`src/rtl/spike_rate_monitor_pkg.sv`:
```
// Shared definitions for the spike rate monitor: FSM state encodings and default widths.
package spike_rate_monitor_pkg;

  typedef enum logic {
    SRM_IDLE  = 1'b0,
    SRM_COUNT = 1'b1
  } srm_state_t;

  localparam int SRM_N_CH  = 3;
  localparam int SRM_CNT_W = 8;
  localparam int SRM_WIN_W = 16;

endpackage

```
`src/rtl/spike_rate_monitor_sat_counter.sv`:
```
// Saturating event counter with a sticky overflow flag; clear wins over increment.
module sat_counter #(
  parameter int CNT_W = 8
) (
  input  logic             clk,
  input  logic             reset,
  input  logic             clr,
  input  logic             inc,
  output logic [CNT_W-1:0] value,
  output logic             ovf
);

  function automatic logic [CNT_W-1:0] sat_inc(input logic [CNT_W-1:0] v);
    return (&v) ? v : v + CNT_W'(1);
  endfunction

  always_ff @(posedge clk or posedge reset) begin
    if (reset) begin
      value <= '0;
      ovf   <= 1'b0;
    end else if (clr) begin
      value <= '0;
      ovf   <= 1'b0;
    end else if (inc) begin
      value <= sat_inc(value);
      if (&value) ovf <= 1'b1;
    end
  end

endmodule

```
`src/rtl/spike_rate_monitor.sv`:
```
// Per-channel spike counting over a programmable window of enabled cycles, with a
// latched shadow copy and a bit-serial debug readout of the latched counts.
import spike_rate_monitor_pkg::*;

module spike_rate_monitor #(
  parameter int N_CH  = SRM_N_CH,
  parameter int CNT_W = SRM_CNT_W,
  parameter int WIN_W = SRM_WIN_W
) (
  input  logic                  clk,
  input  logic                  reset,
  input  logic                  enable,
  input  logic [N_CH-1:0]       spikes_in,
  input  logic [WIN_W-1:0]      window_len,
  input  logic                  start,
  input  logic                  stop,
  input  logic                  continuous,
  output logic                  busy,
  output logic [N_CH*CNT_W-1:0] counts,
  output logic [N_CH-1:0]       overflow,
  output logic                  counts_valid,
  output logic                  data_avail,
  input  logic                  read_req,
  output logic                  serial_out,
  output logic                  serial_valid
);

  localparam int SER_W = N_CH * CNT_W;
  localparam int BIT_W = $clog2(SER_W);

  function automatic logic [CNT_W-1:0] sat_step(input logic [CNT_W-1:0] v, input logic inc);
    return (inc && !(&v)) ? v + CNT_W'(1) : v;
  endfunction

  srm_state_t state, state_nxt;

  logic [WIN_W-1:0] win_len_q;
  logic [WIN_W-1:0] win_cnt;
  logic             start_acc;
  logic             stop_cnt;
  logic             sample;
  logic             win_last;
  logic             clr_cnt;

  logic [N_CH-1:0]  inc;
  logic [CNT_W-1:0] cnt_val [N_CH];
  logic [N_CH-1:0]  ovf_val;
  logic [SER_W-1:0] latch_counts;
  logic [N_CH-1:0]  latch_ovf;

  logic [SER_W-1:0] shift_reg;
  logic [BIT_W-1:0] bit_cnt;
  logic             read_acc;

  always_ff @(posedge clk or posedge reset) begin
    if (reset) state <= SRM_IDLE;
    else       state <= state_nxt;
  end

  // stop outranks the window end so an aborted window never latches
  always_comb begin
    state_nxt = state;
    start_acc = 1'b0;
    stop_cnt  = 1'b0;
    sample    = 1'b0;
    win_last  = 1'b0;
    case (state)
      SRM_IDLE: begin
        if (start && !stop && (window_len != '0)) begin
          start_acc = 1'b1;
          state_nxt = SRM_COUNT;
        end
      end
      SRM_COUNT: begin
        if (stop) begin
          stop_cnt  = 1'b1;
          state_nxt = SRM_IDLE;
        end else if (enable) begin
          sample = 1'b1;
          if (win_cnt == win_len_q - WIN_W'(1)) begin
            win_last  = 1'b1;
            state_nxt = continuous ? SRM_COUNT : SRM_IDLE;
          end
        end
      end
      default: state_nxt = SRM_IDLE;
    endcase
  end

  assign clr_cnt = start_acc | stop_cnt | win_last;
  assign inc     = sample ? spikes_in : '0;
  assign busy    = (state == SRM_COUNT);

  for (genvar g = 0; g < N_CH; g++) begin : g_ch
    sat_counter #(
      .CNT_W (CNT_W)
    ) u_cnt (
      .clk   (clk),
      .reset (reset),
      .clr   (clr_cnt),
      .inc   (inc[g]),
      .value (cnt_val[g]),
      .ovf   (ovf_val[g])
    );
  end

  // Shadow load must include the spikes of the final sample cycle itself
  always_comb begin
    latch_counts = '0;
    latch_ovf    = '0;
    for (int i = 0; i < N_CH; i++) begin
      latch_counts[i*CNT_W +: CNT_W] = sat_step(cnt_val[i], inc[i]);
      latch_ovf[i] = ovf_val[i] | (inc[i] & (&cnt_val[i]));
    end
  end

  always_ff @(posedge clk or posedge reset) begin
    if (reset) begin
      win_len_q <= '0;
      win_cnt   <= '0;
    end else begin
      if (start_acc) win_len_q <= window_len;
      if (clr_cnt)     win_cnt <= '0;
      else if (sample) win_cnt <= win_cnt + WIN_W'(1);
    end
  end

  always_ff @(posedge clk or posedge reset) begin
    if (reset) begin
      counts       <= '0;
      overflow     <= '0;
      counts_valid <= 1'b0;
    end else begin
      counts_valid <= win_last;
      if (win_last) begin
        counts   <= latch_counts;
        overflow <= latch_ovf;
      end
    end
  end

  // Serializer: a latch in the accept cycle re-arms data_avail for the new counts
  assign read_acc   = read_req & data_avail & ~serial_valid;
  assign serial_out = serial_valid & shift_reg[SER_W-1];

  always_ff @(posedge clk or posedge reset) begin
    if (reset) begin
      data_avail   <= 1'b0;
      shift_reg    <= '0;
      bit_cnt      <= '0;
      serial_valid <= 1'b0;
    end else begin
      if (win_last)      data_avail <= 1'b1;
      else if (read_acc) data_avail <= 1'b0;

      if (read_acc) begin
        shift_reg    <= counts;
        bit_cnt      <= '0;
        serial_valid <= 1'b1;
      end else if (serial_valid) begin
        shift_reg <= {shift_reg[SER_W-2:0], 1'b0};
        bit_cnt   <= bit_cnt + BIT_W'(1);
        if (bit_cnt == BIT_W'(SER_W - 1)) serial_valid <= 1'b0;
      end
    end
  end

endmodule

```
`config.mk`:
```
export PLATFORM = sky130hd
export DESIGN_NAME = spike_rate_monitor
export DESIGN_NICKNAME = d
export VERILOG_FILES = /design/src/rtl/spike_rate_monitor_pkg.sv /design/src/rtl/spike_rate_monitor_sat_counter.sv /design/src/rtl/spike_rate_monitor.sv
export SDC_FILE = /design/constraint.sdc
export NUM_CORES = 1
export LEC_CHECK = 0
export BUFFER_PORTS_ARGS = -buffer_cell sky130_fd_sc_hd__buf_2
export CAP_MARGIN = 0
export CORE_ASPECT_RATIO = 0.75
export CORE_MARGIN = 2
export CORE_UTILIZATION = 45
export CTS_CLUSTER_SIZE = 28
export DETAILED_ROUTE_END_ITERATION = 10
export PLACE_DENSITY = 0.69
export SLEW_MARGIN = 30
export SYNTH_ARGS = -nofsm -noshare
export SYNTH_HDL_FRONTEND = slang
export SYNTH_SLANG_ARGS = --single-unit
export TNS_END_PERCENT = 1
```
`constraint.sdc`:
```
create_clock -name clk -period 7.3 [get_ports clk]
set_input_delay 0 -clock clk [delete_from_list [all_inputs] [get_ports clk]]
set_output_delay 0 -clock clk [all_outputs]
set_load 0.03 [all_outputs]
```
# Word-level counts from Yosys, hierarchy flattened
# Cells that the tools add are included.
[totals] wordCells=117 inputBits=26 register_bits=119 output_inout_bits=32
[op_classes] addsub=6 n_reduce_logical=28 n_mux=49 bitwise=13 n_eq_ne=5
[ops] op="$mux W8" count=12
[ops] op="$mux W24" count=2
[ops] op="$mux W16" count=2
[ops] op="$mux W1" count=29
[ops] op="$add A8 B1 Y8 const B" count=3
[ops] op="$reduce_and A8 Y1" count=3
[ops] op="$reduce_bool A2 Y1" count=9
[ops] op="$add A16 B1 Y16 const B" count=1
[ops] op="$eq A16 B16 Y1" count=1
[ops] op="$reduce_bool A16 Y1" count=1
[ops] op="$sub A16 B1 Y16 const B" count=1
[ops] op="$reduce_and A2 Y1" count=6
[ops] op="$mux W5" count=2
[ops] op="$and A1 B1 Y1" count=6
[ops] op="$ne A2 B2 Y1 const B" count=3
[ops] op="$add A5 B1 Y5 const B" count=1
[ops] op="$eq A5 B5 Y1 const B" count=1
[ops] op="$logic_and A1 B1 Y1" count=5
[ops] op="$or A1 B1 Y1" count=5
[ops] op="$logic_not A1 Y1" count=4
[ops] op="$mux W3" count=1
[ops] op="$not A1 Y1" count=2
[ops] op="$pmux W1 S2" count=1

# Longest topological paths before layout
# Gate-level depths: netlist of run 1.
[logic_depth] word_depth=9 ltp_mapped=12 mapped_depth_nobuf=9

# Cells and area by module
# From an unflattened synthesis of run 1, not the netlist that was laid out.
[unflattened] cells_unflattened=631 hier_area_um2=6451.2
[by_module_without_submodules] module="spike_rate_monitor" n_inst=1 cells_each=481 seq_area_each_um2=2302.2 area_per_inst_um2=4991.0
[by_module_without_submodules] module="sat_counter" n_inst=3 cells_each=50 seq_area_each_um2=225.2 area_per_inst_um2=486.7

# Least setup slack after synthesis of run 1
# Ideal clock, no wire load.
[synth_path] kind="register -> register" from="register win_len_q[7]" to="register counts[10]" setup_time_ns=0.125 path_stages_with_launch=10 path_buffers=2 path_slack_ns=4.532 period_less_slack_ns=2.768 required_ns=7.175 arrival_ns=2.644 cell_sequence="dfrtp_1 > or3_1 > clkbuf_2 > or3_4 > a2111o_1 > a21oi_1 > nand4_1 > nor2_2 > buf_6 > mux2_2"
[synth_via] elab_chain_len=6
[synth_rtl] item="start, declared" line="spike_rate_monitor.sv:37" source="logic [WIN_W-1:0] win_len_q;"
[synth_rtl] item="start signal, assigned" line="spike_rate_monitor.sv:122" source="if (start_acc) win_len_q <= window_len;"
[synth_rtl] item="$sub A16 B1 Y16" line="spike_rate_monitor.sv:80" source="if (win_cnt == win_len_q - WIN_W'(1)) begin"
[synth_rtl] item="$eq A16 B16 Y1" line="spike_rate_monitor.sv:80"
[synth_rtl] item="$mux W1" line="spike_rate_monitor.sv:80"
[synth_rtl] item="$mux W1" line="spike_rate_monitor.sv:78" source="end else if (enable) begin"
[synth_rtl] item="$mux W1" line="spike_rate_monitor.sv:75" source="if (stop) begin"
[synth_rtl] item="$mux W1" line="spike_rate_monitor.sv:67" source="case (state)"
[synth_rtl] item="end signal, assigned" line="spike_rate_monitor.sv:136" source="counts <= latch_counts;"
[synth_rtl] item="end, declared" line="spike_rate_monitor.sv:19" source="output logic [N_CH*CNT_W-1:0] counts,"
# No other way between the ends.
# A chain may end at the register's enable or synchronous reset.

# Final worst setup path of run 1
[layout_path] from="register win_len_q[5]" to="register g_ch[1].u_cnt.value[3]"
[layout_via] elab_chain_len=9 elab_cells_between_ends=11 cone_classes="1 x add/sub; 2 x eq/ne; 5 x mux; 1 x bitwise; 2 x reduce/logical"
[layout_rtl] item="$sub A16 B1 Y16 *" line="spike_rate_monitor.sv:80"
[layout_rtl] item="$eq A16 B16 Y1 *" line="spike_rate_monitor.sv:80"
[layout_rtl] item="$mux W1 *" line="spike_rate_monitor.sv:80"
[layout_rtl] item="$mux W1 *" line="spike_rate_monitor.sv:78"
[layout_rtl] item="$mux W1 *" line="spike_rate_monitor.sv:75"
[layout_rtl] item="$mux W1 *" line="spike_rate_monitor.sv:67"
[layout_rtl] item="$or A1 B1 Y1 *" line="spike_rate_monitor.sv:90" source="assign clr_cnt = start_acc | stop_cnt | win_last;"
[layout_rtl] item="$ne A2 B2 Y1 (no line) or $reduce_bool A2 Y1 (tied branches)"
[layout_rtl] item="$reduce_and A2 Y1 (no line)"
[layout_rtl] item="end signal, assigned" line="spike_rate_monitor_sat_counter.sv:25" source="value <= sat_inc(value);"
[layout_rtl] item="end, declared" line="spike_rate_monitor_sat_counter.sv:9" source="output logic [CNT_W-1:0] value,"
# Every way passes the cells marked *; elsewhere a longest branch is shown, timed or not.

==> run summary, run 1 <==
Hold Path Stages: 4
gpl congestion: 0.8773
clock buffer depth: 2
Post-synth ARST share: 100.0%
CP startpoint kind: register
Avg Vias per Cell: 5.418
diode count: 0
Clock power frac: 47.3%
Post-layout nets: 690
Final Power: 1730 uW
Hold Path End: g_ch[2].u_cnt.ovf
Synth-to-Final Area Change: 20.02%
fin util: 55.38%
largest net degree at the start of global routing: 62
via count: 4562
Die Y: 104.1 um
Placeable Area: 0.01302 mm2
reg2reg path depth: 8
WP data required: 7.58 ns
placed cells: 788
CP max stage cell: o21bai_2
Synth Flop Type: dfrtp_1
DRT antenna net count: 0
initial core utilization: 46.15%
cells along the critical path: or4_1 > nor2_1 > mux2_2 > nor4_1 > nand4_1 > o21bai_2 > buf_4 > nor2b_1
Combinational Power Share: 10.2%
Worst Setup End Kind: register
most common cell after layout, fill and taps aside: dfrtp_1
leading post-synthesis cells by cell area: dfrtp_1, mux2_2, nand2_1
register area share after synthesis: 49.57%
most frequent cells in the layout: dfrtp_1, nand2_1, buf_2
net switching power: 459.2 uW
Synth cell types: 54
unrepaired setup endpoints after global routing: no
Reg-to-Reg Start: win_len_q[5]
wire per inst: 16.04 um
Leakage Power: 0.003392 uW
IO Count: 58
drt first pass iters: 4
HP Start: spikes_in[2]
Finished Layout Cells: 842
clock skew: 0.01266 ns
Routed WL: 13510 um
Tmin final: 3.670 ns
Worst-Margin Slew: 0.9006 ns
worst vdd ir: 0.1822 mV
initial antenna violation count: 0
internal power: 1271 uW
Slew HR: 39.96%
EDFF count, synth: 0
CTS tree: done
layout cells sized above 1: 21.16%
period utilisation layout: 50.28%
filler cell count: 1126
Synth Cell Area: 0.006007 mm2
first-pass GRT wire length: 22630 um
count of input and output buffers: 57
R2R setup slack: 3.63 ns
Hold/Removal Path Class: in2reg
cell taking the most area after synthesis: dfrtp_1
final setup fails: 0
total track usage: 20.52%
DP Wirelength: 9237 um
clk_lat worst skew: 0.42 ns
crit path DAT: 3.95 ns
Crit Path Class: reg2reg
H-tree levels: 4
status: finished clean
Hold Violations, Final: 0
gr ovfl total: 0
Max-Cap Viols: 0
syn_nets: 614
cts bufs inserted: 17
max frequency: 272.4 MHz
multi-input combinational cell area: 0.002859 mm2
die area: 0.01430 mm2
Die Width: 137.4 um
Final TNS setup: 0 ns
vias in the first global route: 4564
clock edge transition at the registers on the reported setup and hold paths: 0.06 ns
Worst Path Max Fanout: 31
Avg Inst Size Synth: 10.32 um2
warnings from Yosys: 0
Pwr Density: 239.9 mW/mm2
Flop pwr share: 42.5%
post-synthesis register bit count: 119
Mapped Cells: 582
Crit path largest cell delay: 0.54 ns
register area: 0.002978 mm2
Num Clock Sinks: 119
sw frac: 26.55%
# DRC: 0
area share of the largest cell type after synthesis: 49.57%
fin. max-slew vios: 0
Hold Slack: 0.02419 ns
row count: 36
R2R Path End: g_ch[1].u_cnt.value[3]
clock root cell: clkbuf_16
DRT iter0 DRCs: 269
==> cells by family after synthesis <==
family | Yosys count | share of synthesized area, %
buf+inv | 36 | 2.833
simple gates | 228 | 19.43
mux | 66 | 11.87
xor+xnor | 48 | 6.998
flops | 119 | 49.57
compound gates | 79 | 8.040
fa+ha+maj | 6 | 1.250
==> worst max-delay path, delay by kind of cell (launching register included) <==
family | cells | cell delay, ns
compound gates | 1 | 0.54
mux | 1 | 0.38
flops | 1 | 0.49
simple gates | 5 | 1.68
buf+inv | 1 | 0.41
==> power by group through the flow <==
stage | clock network, uW | logic [uW] | registers, uW
floorplan | 0 | 138 | 723
global placement | 0 | 160 | 742
detailed placement | 0 | 166 | 745
CTS | 831 | 177 | 733
global route | 866 | 200 | 739
finish | 819 | 176 | 735
==> synthesized netlist by cell type, types with 14 or more instances <==
cell      instances
mux2_2           42
nand2_1          65
o21ai_0          40
nor2_1           45
xnor2_1          24
clkbuf_1         17
nand3_1          14
dfrtp_1         119
mux2i_1          24
xor2_1           24
nor2b_1          27
==> through the flow <==
stage | cell area (um2) | setup slack [ns]
floorplan | 6007 | 4.143
global placement | 6410 | 3.897
detailed placement | 6410 | 3.708
CTS | 7209 | 3.680
global route | 7209 | 3.352
finish | 7209 | 3.630
==> final cells by class <==
class	instances	area share, %
Clock buffer	17	5.901
Multi-Input combinational cell	427	39.66
Sequential cell	119	41.31
Clock inverter	15	2.135
Timing Repair Buffer	84	7.532
Tap cell	171	2.968
Inverter	9	0.5033
==> layer usage <==
layer	global-route usage (%)	share of wire (%)
met1	29.65	49
met2	29.85	45
met3	4.581	4.4
met4	8.100	1.5
met5	0	0
==> worst max path at each step <==
| stage | cells after the start | slack (ns) | startpoint | end |
|---|---|---|---|---|
| after floorplan | 1 | 4.14 | reset | bit_cnt[0] |
| after global placement | 8 | 3.90 | win_len_q[5] | win_cnt[14] |
| after detailed placement | 8 | 3.71 | win_len_q[5] | win_cnt[9] |
| after CTS | 8 | 3.68 | win_len_q[5] | win_cnt[7] |
| after global routing | 8 | 3.35 | win_len_q[5] | win_cnt[5] |
| final | 8 | 3.63 | win_len_q[5] | g_ch[1].u_cnt.value[3] |
==> repair_timing <==
action	4_1_cts	5_1_grt
setup buffers	0	0
endpoints found under the setup margin	0	0
hold buffers	22	0
hold endpoints to repair	80	0
gates resized for setup	0	0
Note: power is estimated with default switching activity, not from simulation.
==> inputs of run 2 (changes only) <==
clock period = 3.49 ns   (was 7.3 ns; I/O delays follow)
==> run 2 against run 1 <==
  * Cell area grew 0.62%
  * Clock power rose by 110%
  * Cell count grew 0.48%
  * Sequential share of layout area decreased by 0.26 points
  * Utilization increased by 0.35 points
  * Register-to-register slack worse by 3.4 ns
  * Sequential cell count unchanged
  * Global-route usage is 0.38 points lower
  * Maximum frequency grew 12%
  * Via count up 0.50%
  * Highest routed layer unchanged
  * Wire length fell by 1.2%
==> run summary, run 2 (same netlist as run 1, synthesis figures left out) <==
Pwr Density: 494.2 mW/mm2 (was 239.9 mW/mm2)
Routed WL: 13350 um (was 13510 um)
filler cell count: 1118 (was 1126)
# DRC: 0 (unchanged)
DRT antenna net count: 0 (unchanged)
clock root cell: clkbuf_16 (unchanged)
GRT met2 Usage: 29.32% (was 29.85%)
first-pass GRT wire length: 22420 um (was 22630 um)
Worst-Margin Slew: 0.8745 ns (was 0.9006 ns)
clock edge transition at the registers on the reported setup and hold paths: 0.06 ns (about the same)
via count: 4585 (was 4562)
Final TNS setup: 0 ns (unchanged)
initial antenna violation count: 0 (unchanged)
Final Worst Setup Slack: 0.2105 ns (was 3.630 ns)
final setup fails: 0 (unchanged)
Placeable Area: 0.01302 mm2 (unchanged)
most frequent cells in the layout: dfrtp_1, nand2_1, buf_2 (unchanged)
worst vdd ir: 0.3540 mV (was 0.1822 mV)
Crit path largest cell delay: 0.56 ns (was 0.54 ns)
CP startpoint kind: register (unchanged)
IO Count: 58 (unchanged)
Num Clock Sinks: 119 (unchanged)
cts bufs inserted: 17 (unchanged)
Synth-to-Final Area Change: 20.77% (was 20.02%)
clock skew: 0.009471 ns (was 0.01266 ns)
crit path DAT: 3.56 ns (was 3.95 ns)
max frequency: 304.9 MHz (was 272.4 MHz)
initial core utilization: 46.15% (unchanged)
vias in the first global route: 4399 (was 4564)
count of input and output buffers: 57 (unchanged)
gpl congestion: 0.8894 (was 0.8773)
wire per inst: 15.77 um (was 16.04 um)
diode count: 0 (unchanged)
Placed Area: 0.006445 mm2 (was 0.006410 mm2)
fin. max-slew vios: 0 (unchanged)
Hold Slack: 0.06135 ns (was 0.02419 ns)
clk_lat worst skew: 0.41 ns (was 0.42 ns)
die area: 0.01430 mm2 (unchanged)
fin util: 55.73% (was 55.38%)
CTS tree: done (unchanged)
gr busiest metal: met2 (unchanged)
Slew HR: 41.56% (was 39.96%)
Worst Setup End Kind: register (unchanged)
Worst Path Max Fanout: 10 (was 31)
gr ovfl total: 0 (unchanged)
Tmin final: 3.280 ns (was 3.670 ns)
H-tree levels: 4 (unchanged)
CTS resizes: 0 (unchanged)
Leakage Power: 0.003404 uW (was 0.003392 uW)
hold buffers post-CTS: 23 (was 22)
layout cells sized above 1: 21.48% (was 21.16%)
DRT iter0 DRCs: 344 (was 269)
most common cell after layout, fill and taps aside: dfrtp_1 (unchanged)
Crit Path Class: reg2reg (unchanged)
Max-Cap Viols: 0 (unchanged)
clock buffer depth: 2 (unchanged)
setup slack after placement: 0.4629 ns (was 3.708 ns)
WP data required: 3.77 ns (was 7.58 ns)
total track usage: 20.14% (was 20.52%)
DP Wirelength: 9087 um (was 9237 um)
cells along the critical path: inv_1 > ha_1 > or4b_1 > nor4b_1 > a21oi_1 > a22oi_1 > nand4_1 > buf_4 > nor3b_1 > dlygate4sd3_1 > o21ai_0 (was or4_1 > nor2_1 > mux2_2 > nor4_1 > nand4_1 > o21bai_2 > buf_4 > nor2b_1)
GRT met1 Usage: 29.21% (was 29.65%)
Avg Vias per Cell: 5.420 (was 5.418)
row count: 36 (unchanged)
Die Width: 137.4 um (unchanged)
post-route cell area: 0.007254 mm2 (was 0.007209 mm2)
period utilisation layout: 93.97% (was 50.28%)
CP max stage cell: dlygate4sd3_1 (was o21bai_2)
largest net degree at the start of global routing: 74 (was 62)
met3 usage: 5.019% (was 4.581%)
Hold Violations, Final: 0 (unchanged)
Die Y: 104.1 um (unchanged)
status: finished clean (unchanged)
R2R setup slack: 0.21 ns (was 3.63 ns)
Hold/Removal Path Class: in2reg (unchanged)
Post-layout nets: 694 (was 690)
unrepaired setup endpoints after global routing: no (unchanged)
# Post-CTS Setup Buffers: 0 (unchanged)
drt first pass iters: 7 (was 4)
run 2: worst max-delay path, delay by kind of cell (launching register included):
| kind | cells | cell delay (ns) |
|---|---|---|
| AND/OR/NAND/NOR | 4 | 1.21 |
| adder cells (fa/ha/maj) | 1 | 0.24 |
| buffers and inverters | 3 | 0.87 |
| flip-flops | 1 | 0.45 |
| AO/OA/AOI/OAI | 3 | 0.38 |
run 2: path summary, 6_finish.rpt:
path / startpoint / endpoint / cells after the start
min reg2reg: shift_reg[5] / shift_reg[6] / 2
min in group asynchronous: reset / win_cnt[14] / 3
min: spikes_in[2] / g_ch[2].u_cnt.ovf / 4
max in group asynchronous: reset / counts[5] / 4
max reg2reg: win_len_q[0] / busy / 11
max: win_len_q[0] / busy / 11
run 2: layout make-up:
class	count	area [um2]	share of cell area (%)
tap	171	214.0	2.949
inverter	9	38.79	0.5347
timing repair buffer	88	588.1	8.106
sequential	119	2978	41.05
clock inverter	13	123.9	1.707
clock buffer	19	452.9	6.244
multi-input combinational	427	2859	39.41
run 2: layer usage:
layer,vias to the layer above,part of all wire (%)
met3,6,4.2
met2,116,45
met1,2256,50
li1,2207,-
met4,0,0.67
met5,-,0
run 2: power by group:
group          internal, uW  switching, uW
registers              1440           98.0
logic                   171            198
clock network          1020            660
total                  2630            956
run 2: stage by stage:
stage / power, uW / cells
CTS: 3612 / 846
detailed placement: 1907 / 791
floorplan: 1802 / 582
global route: 3753 / 846
finish: 3585 / 846
global placement: 1890 / 791
==> inputs of run 3 (changes only) <==
BUFFER_PORTS_ARGS = default   (was -buffer_cell sky130_fd_sc_hd__buf_2)
DONT_BUFFER_PORTS = 1   (was default)
PLACE_DENSITY = 0.66   (was 0.69)
SETUP_SLACK_MARGIN = 0.5   (was default)
==> run 3 against run 2 <==
  * Cell count fell by 5.4%
  * Clock power increased by 14%
  * Sequential share of layout area barely moved
  * Total power rose by 7.8%
  * Hold slack better by 0.033 ns
  * Maximum frequency rose by 11%
  * Utilization is 0.23 points higher
  * Global-route usage about the same
==> run summary, run 3 (same netlist as run 1, synthesis figures left out) <==
Worst Path Max Fanout: 8 (was 10)
fin. max-slew vios: 0 (unchanged)
CTS tree: done (unchanged)
CP startpoint kind: register (unchanged)
wire per inst: 17.47 um (was 15.77 um)
diode count: 0 (unchanged)
Tmin final: 2.958 ns (was 3.280 ns)
initial core utilization: 46.15% (unchanged)
max frequency: 338.1 MHz (was 304.9 MHz)
clock root cell: clkbuf_16 (unchanged)
DP Wirelength: 8649 um (was 9087 um)
Worst Setup End Kind: register (unchanged)
gpl congestion: 0.8429 (was 0.8894)
Hold Violations, Final: 0 (unchanged)
largest net degree at the start of global routing: 120 (was 74)
via count: 4490 (was 4585)
final setup fails: 0 (unchanged)
Avg Vias per Cell: 5.613 (was 5.420)
R2R setup slack: 0.53 ns (was 0.21 ns)
initial antenna violation count: 0 (unchanged)
row count: 36 (unchanged)
Reg-to-Reg Start: win_len_q[7] (was win_len_q[0])
unrepaired setup endpoints after global routing: yes (was no)
Top delay family on crit path: simple AND/OR/NAND/NOR gates (unchanged)
crit path DAT: 3.26 ns (was 3.56 ns)
Final TNS setup: 0 ns (unchanged)
die area: 0.01430 mm2 (unchanged)
setup slack after placement: 0.4650 ns (was 0.4629 ns)
buffers and inverters on the worst path: 2 (was 3)
clock edge transition at the registers on the reported setup and hold paths: 0.06 ns (about the same)
worst vdd ir: 0.4695 mV (was 0.3540 mV)
CP max stage cell: dfrtp_2 (was dlygate4sd3_1)
clock buffer depth: 2 (unchanged)
H-tree levels: 4 (unchanged)
period utilisation layout: 84.75% (was 93.97%)
cells along the critical path: or3_4 > or3_4 > a2111o_1 > a21oi_2 > nand4_1 > nor2_4 > clkbuf_16 > buf_12 > mux2_2 (was inv_1 > ha_1 > or4b_1 > nor4b_1 > a21oi_1 > a22oi_1 > nand4_1 > buf_4 > nor3b_1 > dlygate4sd3_1 > o21ai_0)
drt first pass iters: 5 (was 7)
Max-Cap Viols: 0 (unchanged)
Crit path largest cell delay: 0.44 ns (was 0.56 ns)
clk_lat worst skew: 0.42 ns (was 0.41 ns)
vias in the first global route: 4429 (was 4399)
count of input and output buffers: 0 (was 57)
Synth-to-Final Area Change: 21.27% (was 20.77%)
Most common cell on crit path: or3_4
CP Launch Point: win_len_q[7] (was win_len_q[0])
Die Y: 104.1 um (unchanged)
cts bufs inserted: 17 (unchanged)
Hold/Removal Path Class: in2reg (unchanged)
status: finished clean (unchanged)
Crit Path Class: reg2reg (unchanged)
WP data required: 3.79 ns (was 3.77 ns)
Placeable Area: 0.01302 mm2 (unchanged)
Routed WL: 13970 um (was 13350 um)
layout cells sized above 1: 18.28% (was 21.48%)
filler cell count: 1095 (was 1118)
clock skew: 0.01116 ns (was 0.009471 ns)
gr ovfl total: 0 (unchanged)
Die Width: 137.4 um (unchanged)
R2R Path End: counts[7] (was busy)
Slew HR: 45.68% (was 41.56%)
Leakage Power: 0.003250 uW (was 0.003404 uW)
reg2reg path depth: 9 (was 11)
most frequent cells in the layout: dfrtp_1, nand2_1, nor2_1 (was dfrtp_1, nand2_1, buf_2)
# DRC: 0 (unchanged)
Pwr Density: 530.4 mW/mm2 (was 494.2 mW/mm2)
Final Power: 3864 uW (was 3585 uW)
Worst-Margin Slew: 0.8125 ns (was 0.8745 ns)
total track usage: 20.17% (was 20.14%)
fin util: 55.96% (was 55.73%)
WP depth: 9 (was 11)
Final Worst Setup Slack: 0.5322 ns (was 0.2105 ns)
DRT antenna net count: 0 (unchanged)
DRT iter0 DRCs: 340 (was 344)
most common cell after layout, fill and taps aside: dfrtp_1 (unchanged)
Post-layout nets: 648 (was 694)
Num Clock Sinks: 119 (unchanged)
CP endpoint: counts[7] (was busy)
Hold Path Stages: 4 (unchanged)
IO Count: 58 (unchanged)
Hold Slack: 0.09428 ns (was 0.06135 ns)
first-pass GRT wire length: 22310 um (was 22420 um)
run 3: cell types whose count changed in the layout (fill, tap and decap cells not counted), moves of 3 or more:
cell / delta
inv_6: +6
clkinv_4: -3
clkinvlp_4: -4
buf_6: +4
buf_2: -57
dfrtp_2: +4
dfrtp_1: -5
bufinv_16: +3
run 3: through the flow:
step | cells | cell area [um2]
detailed placement | 735 | 6170
global placement | 735 | 6170
CTS | 791 | 7051
finish | 800 | 7284
global route | 800 | 7284
floorplan | 582 | 6011
run 3: worst min-delay path by stage:
stage                       start           end  slack [ns]
global route                 stop    win_cnt[1]        0.13
global placement            reset    counts[12]        0.11
CTS                          stop    win_cnt[1]        0.08
floorplan           window_len[0]  win_len_q[0]        0.15
finish                       stop    win_cnt[1]        0.09
detailed placement          reset    counts[14]        0.12
run 3: cell type report:
class                           count  area, um2  area share [%]
Inverter                            9      37.54          0.5153
Multi-Input combinational cell    427       2957           40.59
Clock buffer                       17      425.4           5.840
Timing Repair Buffer               42      452.9           6.218
Sequential cell                   119       2987           41.00
Clock inverter                     15      211.5           2.903
Tap cell                          171      214.0           2.937
run 3: worst register-to-register path: stages, from the launching register on:
cell	delay [ns]
dfrtp_2	0.44
or3_4	0.41
or3_4	0.37
a2111o_1	0.40
a21oi_2	0.14
nand4_1	0.19
nor2_4	0.25
clkbuf_16	0.17
buf_12	0.12
mux2_2	0.34
run 3: per-layer routing:
metal	vias to the layer above	global-route usage, %	wire [um]
li1	2107	-	-
met1	2204	28.78	6571
met2	147	28.39	6190
met3	32	5.653	894
met4	0	9.131	317
met5	-	0	0
run 3: report_power, final:
group	internal, uW	switching, uW	total, uW
logic	192	211	403
registers	1440	109	1550
clock network	1210	699	1910
run 3: timing repair:
item | CTS | global route
hold endpoints to repair | 153 | 0
hold buffers | 24 | 0
gates resized for setup | 1 | 36
pin swaps | 0 | 6
cloned | 0 | 2
buffers inserted | 0 | 7
setup endpoints to repair | 23 | 67
